<file path="src/rtl/alu_issue_pkg.sv">
// Shared definitions for the ALU issue front-end: ALU select codes,
// select width and a legality helper used when screening requests.
package alu_issue_pkg;

  localparam int ALU_SELW = 4;

  localparam logic [ALU_SELW-1:0] ALU_OP_ADD  = 4'd0;
  localparam logic [ALU_SELW-1:0] ALU_OP_SUB  = 4'd1;
  localparam logic [ALU_SELW-1:0] ALU_OP_MUL  = 4'd2;
  localparam logic [ALU_SELW-1:0] ALU_OP_DIV  = 4'd3;
  localparam logic [ALU_SELW-1:0] ALU_OP_AND  = 4'd4;
  localparam logic [ALU_SELW-1:0] ALU_OP_OR   = 4'd5;
  localparam logic [ALU_SELW-1:0] ALU_OP_XOR  = 4'd6;
  localparam logic [ALU_SELW-1:0] ALU_OP_GEU  = 4'd7;
  localparam logic [ALU_SELW-1:0] ALU_OP_LTU  = 4'd8;
  localparam logic [ALU_SELW-1:0] ALU_OP_EQ   = 4'd9;
  localparam logic [ALU_SELW-1:0] ALU_OP_NE   = 4'd10;
  localparam logic [ALU_SELW-1:0] ALU_OP_LAST = 4'd10;

  // Codes above ALU_OP_LAST have no ALU meaning and are answered locally.
  function automatic logic op_is_legal(input logic [ALU_SELW-1:0] op);
    return (op <= ALU_OP_LAST);
  endfunction

endpackage

</file>
<file path="src/rtl/alu_issue_if.sv">
// Request/response bundle between the EXU decode logic (master) and the
// ALU issue front-end (slave).
// Handshake: a transfer happens on a rising clock edge where valid && ready
// are both high; the sender holds its payload stable while valid && !ready,
// and ready never depends combinationally on the partner's valid.
interface alu_issue_if #(
  parameter int N    = 64,
  parameter int TAGW = 4
);
  import alu_issue_pkg::*;

  logic                req_valid;
  logic                req_ready;
  logic [ALU_SELW-1:0] req_op;
  logic [N-1:0]        req_a;
  logic [N-1:0]        req_b;
  logic [TAGW-1:0]     req_tag;

  logic                rsp_valid;
  logic                rsp_ready;
  logic [N-1:0]        rsp_res;
  logic [TAGW-1:0]     rsp_tag;
  logic                rsp_err;

  modport master (
    output req_valid, req_op, req_a, req_b, req_tag,
    input  req_ready,
    input  rsp_valid, rsp_res, rsp_tag, rsp_err,
    output rsp_ready
  );

  modport slave (
    input  req_valid, req_op, req_a, req_b, req_tag,
    output req_ready,
    output rsp_valid, rsp_res, rsp_tag, rsp_err,
    input  rsp_ready
  );

endinterface

</file>
<file path="src/rtl/alu_rsp_fifo.sv">
// Response buffer for the ALU issue front-end: DEPTH entries of W bits,
// power-of-two depth so the pointers wrap naturally, occupancy exposed.
module alu_rsp_fifo #(
  parameter int W     = 69,
  parameter int DEPTH = 4
) (
  input  logic                     clk,
  input  logic                     rst,
  input  logic                     push_i,
  input  logic [W-1:0]             wdata_i,
  input  logic                     pop_i,
  output logic [W-1:0]             rdata_o,
  output logic                     valid_o,
  output logic [$clog2(DEPTH):0]   count_o
);

  localparam int PW = $clog2(DEPTH);

  logic [W-1:0]  mem_q [DEPTH];
  logic [PW-1:0] wr_ptr_q, wr_ptr_d;
  logic [PW-1:0] rd_ptr_q, rd_ptr_d;
  logic [PW:0]   count_q, count_d;
  logic          do_push, do_pop;

  // A pop on empty is dropped; a push on full is taken only alongside a pop.
  assign do_pop  = pop_i && (count_q != '0);
  assign do_push = push_i && ((count_q != (PW+1)'(DEPTH)) || do_pop);

  // Next-state for pointers and occupancy.
  always_comb begin
    wr_ptr_d = wr_ptr_q;
    rd_ptr_d = rd_ptr_q;
    count_d  = count_q;
    if (do_push) wr_ptr_d = wr_ptr_q + 1'b1;
    if (do_pop)  rd_ptr_d = rd_ptr_q + 1'b1;
    case ({do_push, do_pop})
      2'b10:   count_d = count_q + 1'b1;
      2'b01:   count_d = count_q - 1'b1;
      default: count_d = count_q;
    endcase
  end

  // Pointer/occupancy registers and storage; storage clears so the
  // response data outputs read zero out of reset.
  always_ff @(posedge clk) begin
    if (rst) begin
      wr_ptr_q <= '0;
      rd_ptr_q <= '0;
      count_q  <= '0;
      for (int i = 0; i < DEPTH; i++) mem_q[i] <= '0;
    end else begin
      wr_ptr_q <= wr_ptr_d;
      rd_ptr_q <= rd_ptr_d;
      count_q  <= count_d;
      if (do_push) mem_q[wr_ptr_q] <= wdata_i;
    end
  end

  assign rdata_o = mem_q[rd_ptr_q];
  assign valid_o = (count_q != '0);
  assign count_o = count_q;

endmodule

</file>
<file path="src/rtl/alu_issue.sv">
// ALU issue front-end: registers tagged requests into a single stage (S1)
// that feeds the external combinational ALU, screens divide-by-zero and
// illegal select codes, and buffers tagged results in a response FIFO.
// Optional statistics counters are built when ALU_ISSUE_STATS_EN is defined.
module alu_issue
  import alu_issue_pkg::*;
#(
  parameter int N     = 64,
  parameter int TAGW  = 4,
  parameter int DEPTH = 4
) (
  input  logic                clk,
  input  logic                rst,
  alu_issue_if.slave          bus,
  output logic [N-1:0]        alu_a,
  output logic [N-1:0]        alu_b,
  output logic [ALU_SELW-1:0] alu_sel,
  input  logic [N-1:0]        alu_res
`ifdef ALU_ISSUE_STATS_EN
  ,
  output logic [31:0]         stat_issued,
  output logic [31:0]         stat_errs
`endif
);

  localparam int CNTW = $clog2(DEPTH) + 1;
  localparam int EW   = N + TAGW + 1;

  // S1 stage registers.
  logic                s1_valid_q, s1_valid_d;
  logic [ALU_SELW-1:0] s1_op_q,    s1_op_d;
  logic [ALU_SELW-1:0] s1_sel_q,   s1_sel_d;
  logic [N-1:0]        s1_a_q,     s1_a_d;
  logic [N-1:0]        s1_b_q,     s1_b_d;
  logic [TAGW-1:0]     s1_tag_q,   s1_tag_d;

  logic                req_fire;
  logic [CNTW-1:0]     fifo_count;
  logic [CNTW-1:0]     credit_used;

  logic                s1_div0;
  logic                s1_illegal;
  logic [N-1:0]        s1_res;
  logic                s1_err;

  logic [EW-1:0]       fifo_wdata;
  logic [EW-1:0]       fifo_rdata;
  logic                fifo_valid;
  logic                rsp_pop;

  // Credits count both buffered entries and the one in flight in S1, so a
  // newly accepted request always finds a FIFO slot and S1 never stalls.
  // Same-cycle pops are deliberately ignored: no path from rsp_ready.
  assign credit_used   = fifo_count + CNTW'(s1_valid_q);
  assign bus.req_ready = (credit_used < CNTW'(DEPTH));
  assign req_fire      = bus.req_valid && bus.req_ready;

  // S1 load: capture on accept, otherwise hold operands so the ALU inputs
  // stay quiet; illegal codes are sent to the ALU as select 0.
  always_comb begin
    s1_valid_d = req_fire;
    s1_op_d    = s1_op_q;
    s1_sel_d   = s1_sel_q;
    s1_a_d     = s1_a_q;
    s1_b_d     = s1_b_q;
    s1_tag_d   = s1_tag_q;
    if (req_fire) begin
      s1_op_d  = bus.req_op;
      s1_sel_d = op_is_legal(bus.req_op) ? bus.req_op : '0;
      s1_a_d   = bus.req_a;
      s1_b_d   = bus.req_b;
      s1_tag_d = bus.req_tag;
    end
  end

  // S1 register; reset drops any in-flight request and zeroes ALU inputs.
  always_ff @(posedge clk) begin
    if (rst) begin
      s1_valid_q <= 1'b0;
      s1_op_q    <= '0;
      s1_sel_q   <= '0;
      s1_a_q     <= '0;
      s1_b_q     <= '0;
      s1_tag_q   <= '0;
    end else begin
      s1_valid_q <= s1_valid_d;
      s1_op_q    <= s1_op_d;
      s1_sel_q   <= s1_sel_d;
      s1_a_q     <= s1_a_d;
      s1_b_q     <= s1_b_d;
      s1_tag_q   <= s1_tag_d;
    end
  end

  assign alu_a   = s1_a_q;
  assign alu_b   = s1_b_q;
  assign alu_sel = s1_sel_q;

  assign s1_div0    = (s1_op_q == ALU_OP_DIV) && (s1_b_q == '0);
  assign s1_illegal = !op_is_legal(s1_op_q);

  // Result screening: illegal codes answer 0, divide-by-zero answers
  // all-ones, everything else passes the ALU result through.
  always_comb begin
    s1_res = alu_res;
    s1_err = 1'b0;
    if (s1_illegal) begin
      s1_res = '0;
      s1_err = 1'b1;
    end else if (s1_div0) begin
      s1_res = '1;
      s1_err = 1'b1;
    end
  end

  assign fifo_wdata = {s1_res, s1_tag_q, s1_err};
  assign rsp_pop    = fifo_valid && bus.rsp_ready;

  alu_rsp_fifo #(
    .W     (EW),
    .DEPTH (DEPTH)
  ) u_fifo (
    .clk     (clk),
    .rst     (rst),
    .push_i  (s1_valid_q),
    .wdata_i (fifo_wdata),
    .pop_i   (rsp_pop),
    .rdata_o (fifo_rdata),
    .valid_o (fifo_valid),
    .count_o (fifo_count)
  );

  assign bus.rsp_valid = fifo_valid;
  assign bus.rsp_res   = fifo_rdata[EW-1 -: N];
  assign bus.rsp_tag   = fifo_rdata[TAGW:1];
  assign bus.rsp_err   = fifo_rdata[0];

`ifdef ALU_ISSUE_STATS_EN
  logic [31:0] stat_issued_q, stat_issued_d;
  logic [31:0] stat_errs_q,   stat_errs_d;

  // Counter increments: accepted requests and error results; wrap freely.
  always_comb begin
    stat_issued_d = stat_issued_q;
    stat_errs_d   = stat_errs_q;
    if (req_fire)            stat_issued_d = stat_issued_q + 32'd1;
    if (s1_valid_q && s1_err) stat_errs_d  = stat_errs_q + 32'd1;
  end

  // Counter registers.
  always_ff @(posedge clk) begin
    if (rst) begin
      stat_issued_q <= '0;
      stat_errs_q   <= '0;
    end else begin
      stat_issued_q <= stat_issued_d;
      stat_errs_q   <= stat_errs_d;
    end
  end

  assign stat_issued = stat_issued_q;
  assign stat_errs   = stat_errs_q;
`endif

endmodule

</file>
<file path="src/flat_wrapper.sv">
// flat-port wrapper written by rule: the top's interface ports become plain ports
module alu_issue_flat import alu_issue_pkg::*;
#(
  parameter int N     = 64,
  parameter int TAGW  = 4,
  parameter int DEPTH = 4
)
  (clk, rst, alu_a, alu_b, alu_sel, alu_res, bus_req_valid, bus_req_op, bus_req_a, bus_req_b, bus_req_tag, bus_req_ready, bus_rsp_valid, bus_rsp_res, bus_rsp_tag, bus_rsp_err, bus_rsp_ready);
  alu_issue_if #(.N(N), .TAGW(TAGW)) bus_i ();
  input  logic clk;
  input  logic rst;
  output logic [N-1:0] alu_a;
  output logic [N-1:0] alu_b;
  output logic [ALU_SELW-1:0] alu_sel;
  input  logic [N-1:0] alu_res;
  input wire logic [$bits(bus_i.req_valid)-1:0] bus_req_valid;
  input wire logic [$bits(bus_i.req_op)-1:0] bus_req_op;
  input wire logic [$bits(bus_i.req_a)-1:0] bus_req_a;
  input wire logic [$bits(bus_i.req_b)-1:0] bus_req_b;
  input wire logic [$bits(bus_i.req_tag)-1:0] bus_req_tag;
  output wire logic [$bits(bus_i.req_ready)-1:0] bus_req_ready;
  output wire logic [$bits(bus_i.rsp_valid)-1:0] bus_rsp_valid;
  output wire logic [$bits(bus_i.rsp_res)-1:0] bus_rsp_res;
  output wire logic [$bits(bus_i.rsp_tag)-1:0] bus_rsp_tag;
  output wire logic [$bits(bus_i.rsp_err)-1:0] bus_rsp_err;
  input wire logic [$bits(bus_i.rsp_ready)-1:0] bus_rsp_ready;
  assign bus_i.req_valid = bus_req_valid;
  assign bus_i.req_op = bus_req_op;
  assign bus_i.req_a = bus_req_a;
  assign bus_i.req_b = bus_req_b;
  assign bus_i.req_tag = bus_req_tag;
  assign bus_req_ready = bus_i.req_ready;
  assign bus_rsp_valid = bus_i.rsp_valid;
  assign bus_rsp_res = bus_i.rsp_res;
  assign bus_rsp_tag = bus_i.rsp_tag;
  assign bus_rsp_err = bus_i.rsp_err;
  assign bus_i.rsp_ready = bus_rsp_ready;
  alu_issue #(.N(N), .TAGW(TAGW), .DEPTH(DEPTH)) u_core (.clk(clk), .rst(rst), .bus(bus_i), .alu_a(alu_a), .alu_b(alu_b), .alu_sel(alu_sel), .alu_res(alu_res));
endmodule
</file>
<file path="config.mk">
export PLATFORM = sky130hd
export DESIGN_NAME = alu_issue_flat
export DESIGN_NICKNAME = d
export VERILOG_FILES = /design/src/rtl/alu_issue_pkg.sv /design/src/rtl/alu_issue_if.sv /design/src/rtl/alu_rsp_fifo.sv /design/src/rtl/alu_issue.sv /design/src/flat_wrapper.sv
export SDC_FILE = /design/constraint.sdc
export NUM_CORES = 1
export LEC_CHECK = 0
export ABC_CLOCK_PERIOD_IN_PS = 9660
export BUFFER_PORTS_ARGS = -buffer_cell sky130_fd_sc_hd__buf_2
export CAP_MARGIN = 40
export CORE_ASPECT_RATIO = 0.8
export CORE_MARGIN = 1
export CORE_UTILIZATION = 45
export CTS_CLUSTER_SIZE = 24
export DETAILED_ROUTE_END_ITERATION = 10
export PLACE_DENSITY = 0.79
export SLEW_MARGIN = 5
export SYNTH_ARGS = -nofsm -noshare
export SYNTH_HDL_FRONTEND = slang
export SYNTH_SLANG_ARGS = --single-unit
</file>
<file path="constraint.sdc">
create_clock -name clk -period 9.66 [get_ports clk]
set_clock_uncertainty 0.2 [all_clocks]
set_input_delay 0.483 -clock clk [delete_from_list [all_inputs] [get_ports clk]]
set_output_delay 0.483 -clock clk [all_outputs]
set_load 0.01 [all_outputs]
</file>
======== Yosys cells after proc, flatten, opt, wreduce, memory -nomap -nowiden ========
Memories as Yosys holds them, arrays and structs flattened. A register that Yosys moved wholly into a read port is not among the register bits.
Cells that the tools add are included.
storage, ports and cells
  logic and storage cells ................. 48
  bits in writable memories ............... 276
  output and inout port bits .............. 203
  memories kept ........................... 1
  register bits after elaboration ......... 148
operators by class
  reductions and logical operators ........ 10
  equal/unequal tests ..................... 4
  multiplexer cells ....................... 16
  $lt $le $gt $ge ......................... 3
  $add $sub $neg .......................... 5
memories
  memory               words  bits a word  rd ports  clocked after memory_dff  wr ports  line                source
  u_core.u_fifo.mem_q  4      69           1         1                         4         alu_rsp_fifo.sv:19  logic [W-1:0] mem_q [DEPTH];
operators by type and width
  kind                                                 count
  2-to-1 mux 64 bit                                    2
  2-to-1 mux 69 bit                                    1
  OR reduction 69 bit                                  1
  logical NOT 64 bit                                   1
  <= comparator 4 bit, second input constant           2
  2-to-1 mux 1 bit                                     8
  2-to-1 mux 2 bit                                     3
  case mux 3 bit (2 select lines)                      1
  logical AND 1 bit                                    5
  adder 2 x 1 -> 2 bit, second input constant          2
  equality test 4 x 2 -> 1 bit, second input constant  1
  2-to-1 mux 4 bit                                     1
  adder 3 x 1 -> 3 bit                                 1
  adder 3 x 1 -> 3 bit, second input constant          1
  < comparator 3 bit, second input constant            1
  != test 3 bit, second input constant                 1
  nonzero test 3 bit                                   1
  subtractor 3 x 1 -> 3 bit, second input constant     1
  equality test 2 x 1 -> 1 bit, second input constant  1
  equality test 2 bit, second input constant           1
  nonzero test 2 bit                                   1
  logical OR 1 bit                                     1

======== Longest topological paths before layout ========
Gate-level depths: netlist of the first run.
  depth after elaboration ................. 10
  depth in mapped cells ................... 9
  depth with buffers taken out ............ 7

======== Modules after synthesis ========
Synthesis of the first run repeated with hierarchy kept, for this count alone.
second synthesis, totals
  cell total of the unflattened synthesis .. 1544
  area, all modules ....................... 18555.3 um^2
by module, submodules not included
  module        cells an instance  instances  area an instance (um^2)  seq. area each (um^2)
  alu_rsp_fifo  722                1          12304.3                  8468.1
  alu_issue     822                1          6251.0                   2822.7

======== Worst setup path before layout of the first run ========
OpenSTA, ideal clock, no wires.
  path kind ............................... register to register
  start point ............................. register u_core.u_fifo.count_q[2] (netlist: u_core.u_fifo.count_o[2])
  end point ............................... memory u_core.u_fifo.mem_q[1][0] (enable)
  arrival ................................. 2.917 ns
  path slack .............................. 6.105 ns
  stages on the path, launching flop included .. 7
  data required time ...................... 9.022 ns
  period minus slack after synthesis ...... 3.555 ns
  cells stage by stage .................... dfxtp_1 > clkbuf_1 > nor4b_1 > nand2b_1 > clkbuf_1 > or3_1 > nand2b_1
RTL lines
  item                    line                source
  start, declared         alu_rsp_fifo.sv:22  logic [PW:0] count_q, count_d;
  start signal, assigned  alu_rsp_fifo.sv:54  count_q <= count_d;
  end, declared           alu_rsp_fifo.sv:19

==> results.toml, run 1 <==
[outcome]
status = "finished, final reports clean"

[setup_path]
critPathSlowestCell = "dfxtp_4"
path_delay_family = "buffers and inverters"
r2r_start = "u_core.alu_b[42]"
path_max_fanout = 31
r2r_cells = 5
cp.arrival_ns = 2.76
slowest_delay_ns = 0.71
ff2ff_setup_slack_ns = 6.44
worstSetupEndpointType = "output port"
path_buf_inv = 3
cp_cell_sequence = "buf_4, buf_16, mux4_2, buf_2"
regToRegEndpoint = "u_core.u_fifo.mem_q[1][0]"
critical_path_class = "register to output port"
cp-start-kind = "register"
required_ns = 8.98

[hold_path]
hold_end = "u_core.alu_a[61]"
holdCritPathClass = "primary input to register"
holdPathStages = 3
hp-start = "bus_req_a[61]"

[pwr]
irDropWorstVdd_mv = 0.168
power.density_mw_per_mm2 = 217
power.leakage_nw = 9.07
power.total_mw = 4.97

[finish]
fin_cells = 2415
final_cell_mix = "buf_2, nand2_1, edfxtp_1"
drive_gt1_share_pct = 30.0
multi_input_area_mm2 = 0.00592
final_util_pct = 59.4
seq_area_mm2 = 0.0113
area_delta_synth_final_pct = 29.2
fillerInstances = 2934
fin_area_mm2 = 0.0228
final_common_cell = "buf_2"
fin_nets = 2082

[drt]
postRouteAntennaNets = 0
drt_iter0_markers = 1037
vias = 13700
drt-wirelength-per-cell_um = 21.6
viasPerCell = 5.66
drc = 0
first_pass_iters = 6
routed_wl_mm = 52.2

[grt]
grt-ovfl-total = 0
antenna_found_initial = 11
grt_pass1_vias = 13900
grt_max_degree = 258
grt_usage_pct = 25.3
grt_pass1_wl_mm = 77.7

[sta]
whs_ns = 0.0155
setup_violations = 0
setup_slack_ns = 6.21
hold_viol_final = 0
timing.fmax_mhz = 290
period_share_pct = 35.7
maxSlewViolCount = 0
slew_headroom_pct = 6.00
period_minus_slack_ns = 3.45
final.setup.tns_ns = 0
grt_setup_unrepaired = "false"
tightest_slew_ns = 1.41

[cts]
clk_latency_ns = 0.55
tritoncts = "yes"
cts_buffers = 44
htreeDepth = 2
clk_pin_slew_ns = 0.06
cts_setup_buffers = 0
clock_sinks = 426
clock_path_buffers = 3
cts_root_buf = "clkbuf_16"

[die]
core_area_mm2 = 0.0384
start_util_pct = 46.0
die_x_um = 224
fp-row-count = 64
io_pins = 407
dieHeight_um = 179
die_area_mm2 = 0.0401

[synthesis]
ys_types = 33
synth_area_per_cell_um2 = 12.7
synth_nets = 1602
synthArstFlopShare_pct = 0
syn_area_mm2 = 0.0177
yosys_warnings = 0
syn_inst = 1397
yosysSeqAreaShare_pct = 63.9
ys_ff_latch = 426
synthFlopType = "edfxtp_1"
synth_edf_count = 276

[placed_design]
port_buffers = 406
placed_area_mm2 = 0.0202
pre_cts_ws_ns = 6.20
dp.cells = 2199
dpl.hpwl_mm = 31.3
gp_congestion = 0.897

[flow_run]
cap_viol_max_count = 0
area by class of cell:
cell class | count | share of cell area, %
Multi-Input combinational cell | 844 | 25.9
Timing Repair Buffer | 554 | 15.7
Clock buffer | 67 | 5.62
Antenna cell | 11 | 0.120
Clock inverter | 11 | 0.422
Inverter | 7 | 0.115
Sequential cell | 426 | 49.5
Tap cell | 495 | 2.71
synth_stat cells, drive strengths merged (6+ instances only):
library cell	count	area, µm²
nand2	284	1070
edfxtp	276	8290
o21a	260	1950
dfxtp	150	3000
a21oi	142	711
clkbuf	70	263
mux4	69	1550
buf	50	240
nor2	22	87.6
nor4	18	128
inv	7	26.3
and2	6	37.5
nand2b	6	37.5
nand3	6	30.0
cell families (layout without fill, tap and decap cells):
group / after synthesis / in the layout / share of synthesized area (%)
other cells: 0 / 11 / 0
mux: 69 / 69 / 8.79
flops: 426 / 426 / 63.9
simple gates: 356 / 356 / 8.41
buf+inv: 127 / 639 / 2.99
compound gates: 410 / 410 / 15.4
fa+ha+maj: 1 / 1 / 0.113
xor+xnor: 8 / 8 / 0.396
state kept, by name (all words and copies together), names as in the netlist, named ones only:
| register | cells |
|---|---|
| u_core.alu_a | 64 |
| u_core.alu_b | 64 |
| u_core.alu_sel | 4 |
| u_core.s1_op_q | 4 |
| u_core.s1_tag_q | 4 |
| u_core.s1_valid_q | 1 |
| u_core.u_fifo.count_o | 3 |
| u_core.u_fifo.mem_q | 276 |
| u_core.u_fifo.rd_ptr_q | 2 |
| u_core.u_fifo.wr_ptr_q | 2 |
per-layer routing:
layer  global-route usage, %  vias to the layer above  wire (µm)
li1                        -                     6085          -
met1                    29.2                     6716      19200
met2                    45.3                      687      26700
met3                    5.21                      171       3990
met4                    11.9                        2       2200
met5                       0                        -         17
tightest hold or removal path: cells and delay by family:
kind | cells | cell delay [ns]
buffers and inverters | 1 | 0.10
AOI/OAI and AO/OA | 1 | 0.06
and+or+nand+nor | 1 | 0.08
timing repair:
item                                    in CTS  in global routing
hold buffers                               126                  1
endpoints found under the setup margin       0                  0
hold endpoints to repair                   126                  1
resized for setup                            0                  0
how the worst max path moves through the flow:
stage                                 endpoint                      from  depth (start not counted)  slack [ns]
CTS                            bus_rsp_res[28]                  register                          4        6.11
floorplan            u_core.u_fifo.mem_q[1][0]  u_core.u_fifo.count_o[2]                          6        6.10
global route                   bus_rsp_res[28]                  register                          4        6.02
detailed placement   u_core.u_fifo.mem_q[0][2]                       rst                          5        6.20
global placement    u_core.u_fifo.mem_q[1][64]             bus_rsp_ready                          7        6.29
finish                         bus_rsp_res[28]                  register                          4        6.21
power by group:
part / total, mW / switching (mW) / internal, mW
clock: 1.65 / 0.704 / 0.945
sequential: 2.26 / 0.132 / 2.13
combinational: 1.06 / 0.608 / 0.450
total: 4.97 / 1.44 / 3.52
Note: power is estimated with default switching activity, not from simulation.
==> inputs of run 2 (changes only) <==
ABC_CLOCK_PERIOD_IN_PS = 3600   (was 9660)
clock period = 3.6 ns   (was 9.66 ns; I/O delays follow)
==> results.toml, run 2 (synthesis results as in run 1) <==
[pwr]
power_frac_clock_pct = 31.9
power.leakage_nw = 9.59
power.internal_mw = 9.49
power.total_mw = 13.4
pwr-share-comb_pct = 22.7
seq_power_share_pct = 45.3
power.density_mw_per_mm2 = 562
power.switching_mw = 3.94
swShare_pct = 29.4
irDropWorstVdd_mv = 0.521

[setup_path]
cp-start-kind = "register"
required_ns = 3.87
path_max_fanout = 44
r2r_cells = 7
r2r_start = "u_core.s1_valid_q"
ff2ff_setup_slack_ns = 0.38
critical_path_class = "register to register"
worstSetupEndpointType = "register"
regToRegEndpoint = "u_core.alu_a[10]"
cp.arrival_ns = 3.49

[drt]
first_pass_iters = 5
drc = 0
drt_iter0_markers = 1256
viasPerCell = 5.69
routed_wl_mm = 55.8
postRouteAntennaNets = 0
vias = 14400
drt-wirelength-per-cell_um = 22.1

[finish]
fillerInstances = 2766
final_util_pct = 62.2
seq_area_mm2 = 0.0113
largest_reg_flops = 276
largest-register = "u_core.u_fifo.mem_q"
final_cell_mix = "buf_2, nand2_1, edfxtp_1"
fin_cells = 2525
area_delta_synth_final_pct = 35.3
multi_input_area_mm2 = 0.00592
drive_gt1_share_pct = 28.5
fin_area_mm2 = 0.0239
final_common_cell = "buf_2"
fin_nets = 2196

[die]
fp-row-count = 64
core_area_mm2 = 0.0384
start_util_pct = 46.0
dieHeight_um = 179
io_pins = 407
die_x_um = 224
die_area_mm2 = 0.0401

[sta]
setup_violations = 0
tightest_slew_ns = 0.698
final.setup.tns_ns = 0
period_share_pct = 89.5
setup_slack_ns = 0.380
period_minus_slack_ns = 3.22
slew_headroom_pct = 53.5
timing.fmax_mhz = 311
maxSlewViolCount = 0
whs_ns = 0.0769
hold_viol_final = 0
grt_setup_unrepaired = "false"

[placed_design]
port_buffers = 406
placed_area_mm2 = 0.0203
dp.cells = 2208
gp_congestion = 0.907
dpl.hpwl_mm = 32.0
pre_cts_ws_ns = 0.811

[flow_run]
cap_viol_max_count = 0

[grt]
grt_pass1_vias = 15000
grt-ovfl-total = 0
grt_pass1_wl_mm = 83.5
grt_max_degree = 111
antenna_found_initial = 10
grt_usage_pct = 27.2

[cts]
clock_path_buffers = 3
ctsResizeCount = 0
cts_root_buf = "clkbuf_16"
clk_latency_ns = 0.54
clk_pin_slew_ns = 0.06
tritoncts = "yes"
clock_sinks = 426
htreeDepth = 2
cts_buffers = 42

[hold_path]
holdPathStages = 4
hold_end = "u_core.s1_tag_q[2]"
hp-start = "bus_req_valid"
holdCritPathClass = "primary input to register"

[outcome]
status = "finished, final reports clean"
run 2: changes by cell type in the layout (fill, tap and decap cells not counted), moves of 3 or more:
cell,change
buf_12,+8
clkbuf_1,-3
clkinv_1,+5
buf_4,+5
buf_16,-4
clkbuf_16,-3
dlygate4sd3_1,+107
run 2: repair_timing:
action,in CTS,in global routing
buffers inserted,0,0
hold buffers,234,0
endpoints found under the hold margin,405,0
run 2: layout make-up:
cell class / instances / area share [%]
Inverter: 7 / 0.110
Clock buffer: 59 / 4.96
Timing Repair Buffer: 670 / 19.8
Sequential cell: 426 / 47.2
Tap cell: 495 / 2.59
Clock inverter: 14 / 0.481
Multi-Input combinational cell: 844 / 24.7
Antenna cell: 10 / 0.105
run 2: worst max path at each step:
stage | slack [ns] | end | from
5_1_grt | 0.21 | u_core.alu_a[9] | u_core.s1_valid_q
3_5_place_dp | 0.81 | u_core.u_fifo.mem_q[1][61] | u_core.u_fifo.count_o[2]
4_1_cts | 0.48 | u_core.alu_a[10] | u_core.s1_valid_q
3_3_place_gp | 0.88 | u_core.u_fifo.mem_q[1][57] | u_core.u_fifo.count_o[2]
2_1_floorplan | 0.04 | u_core.u_fifo.mem_q[1][0] | u_core.u_fifo.count_o[2]
6_report | 0.38 | u_core.alu_a[10] | u_core.s1_valid_q
run 2: per-layer routing:
metal  global-route usage [%]  share of wire, %
met1                     31.1                37
met2                     48.1                50
met3                     5.41               7.6
met4                     15.4               5.5
met5                        0                 0
run 2: power groups by stage:
stage | Combinational [mW] | Clock, mW | Sequential, mW
2_1_floorplan | 1.60 | 0 | 6.10
3_3_place_gp | 2.63 | 0 | 6.15
3_5_place_dp | 2.70 | 0 | 6.16
4_1_cts | 2.97 | 4.34 | 6.07
5_1_grt | 3.25 | 4.54 | 6.13
6_report | 3.05 | 4.29 | 6.09
run 2: worst max-delay path, stage by stage (launching register included):
cell and delay [ns]:
dfxtp_1 0.48, nand3_1 0.14, xor2_1 0.54, and2_4 0.58, buf_4 0.34, nand2_1 0.12, a21oi_1 0.14, dlygate4sd3_1 0.61
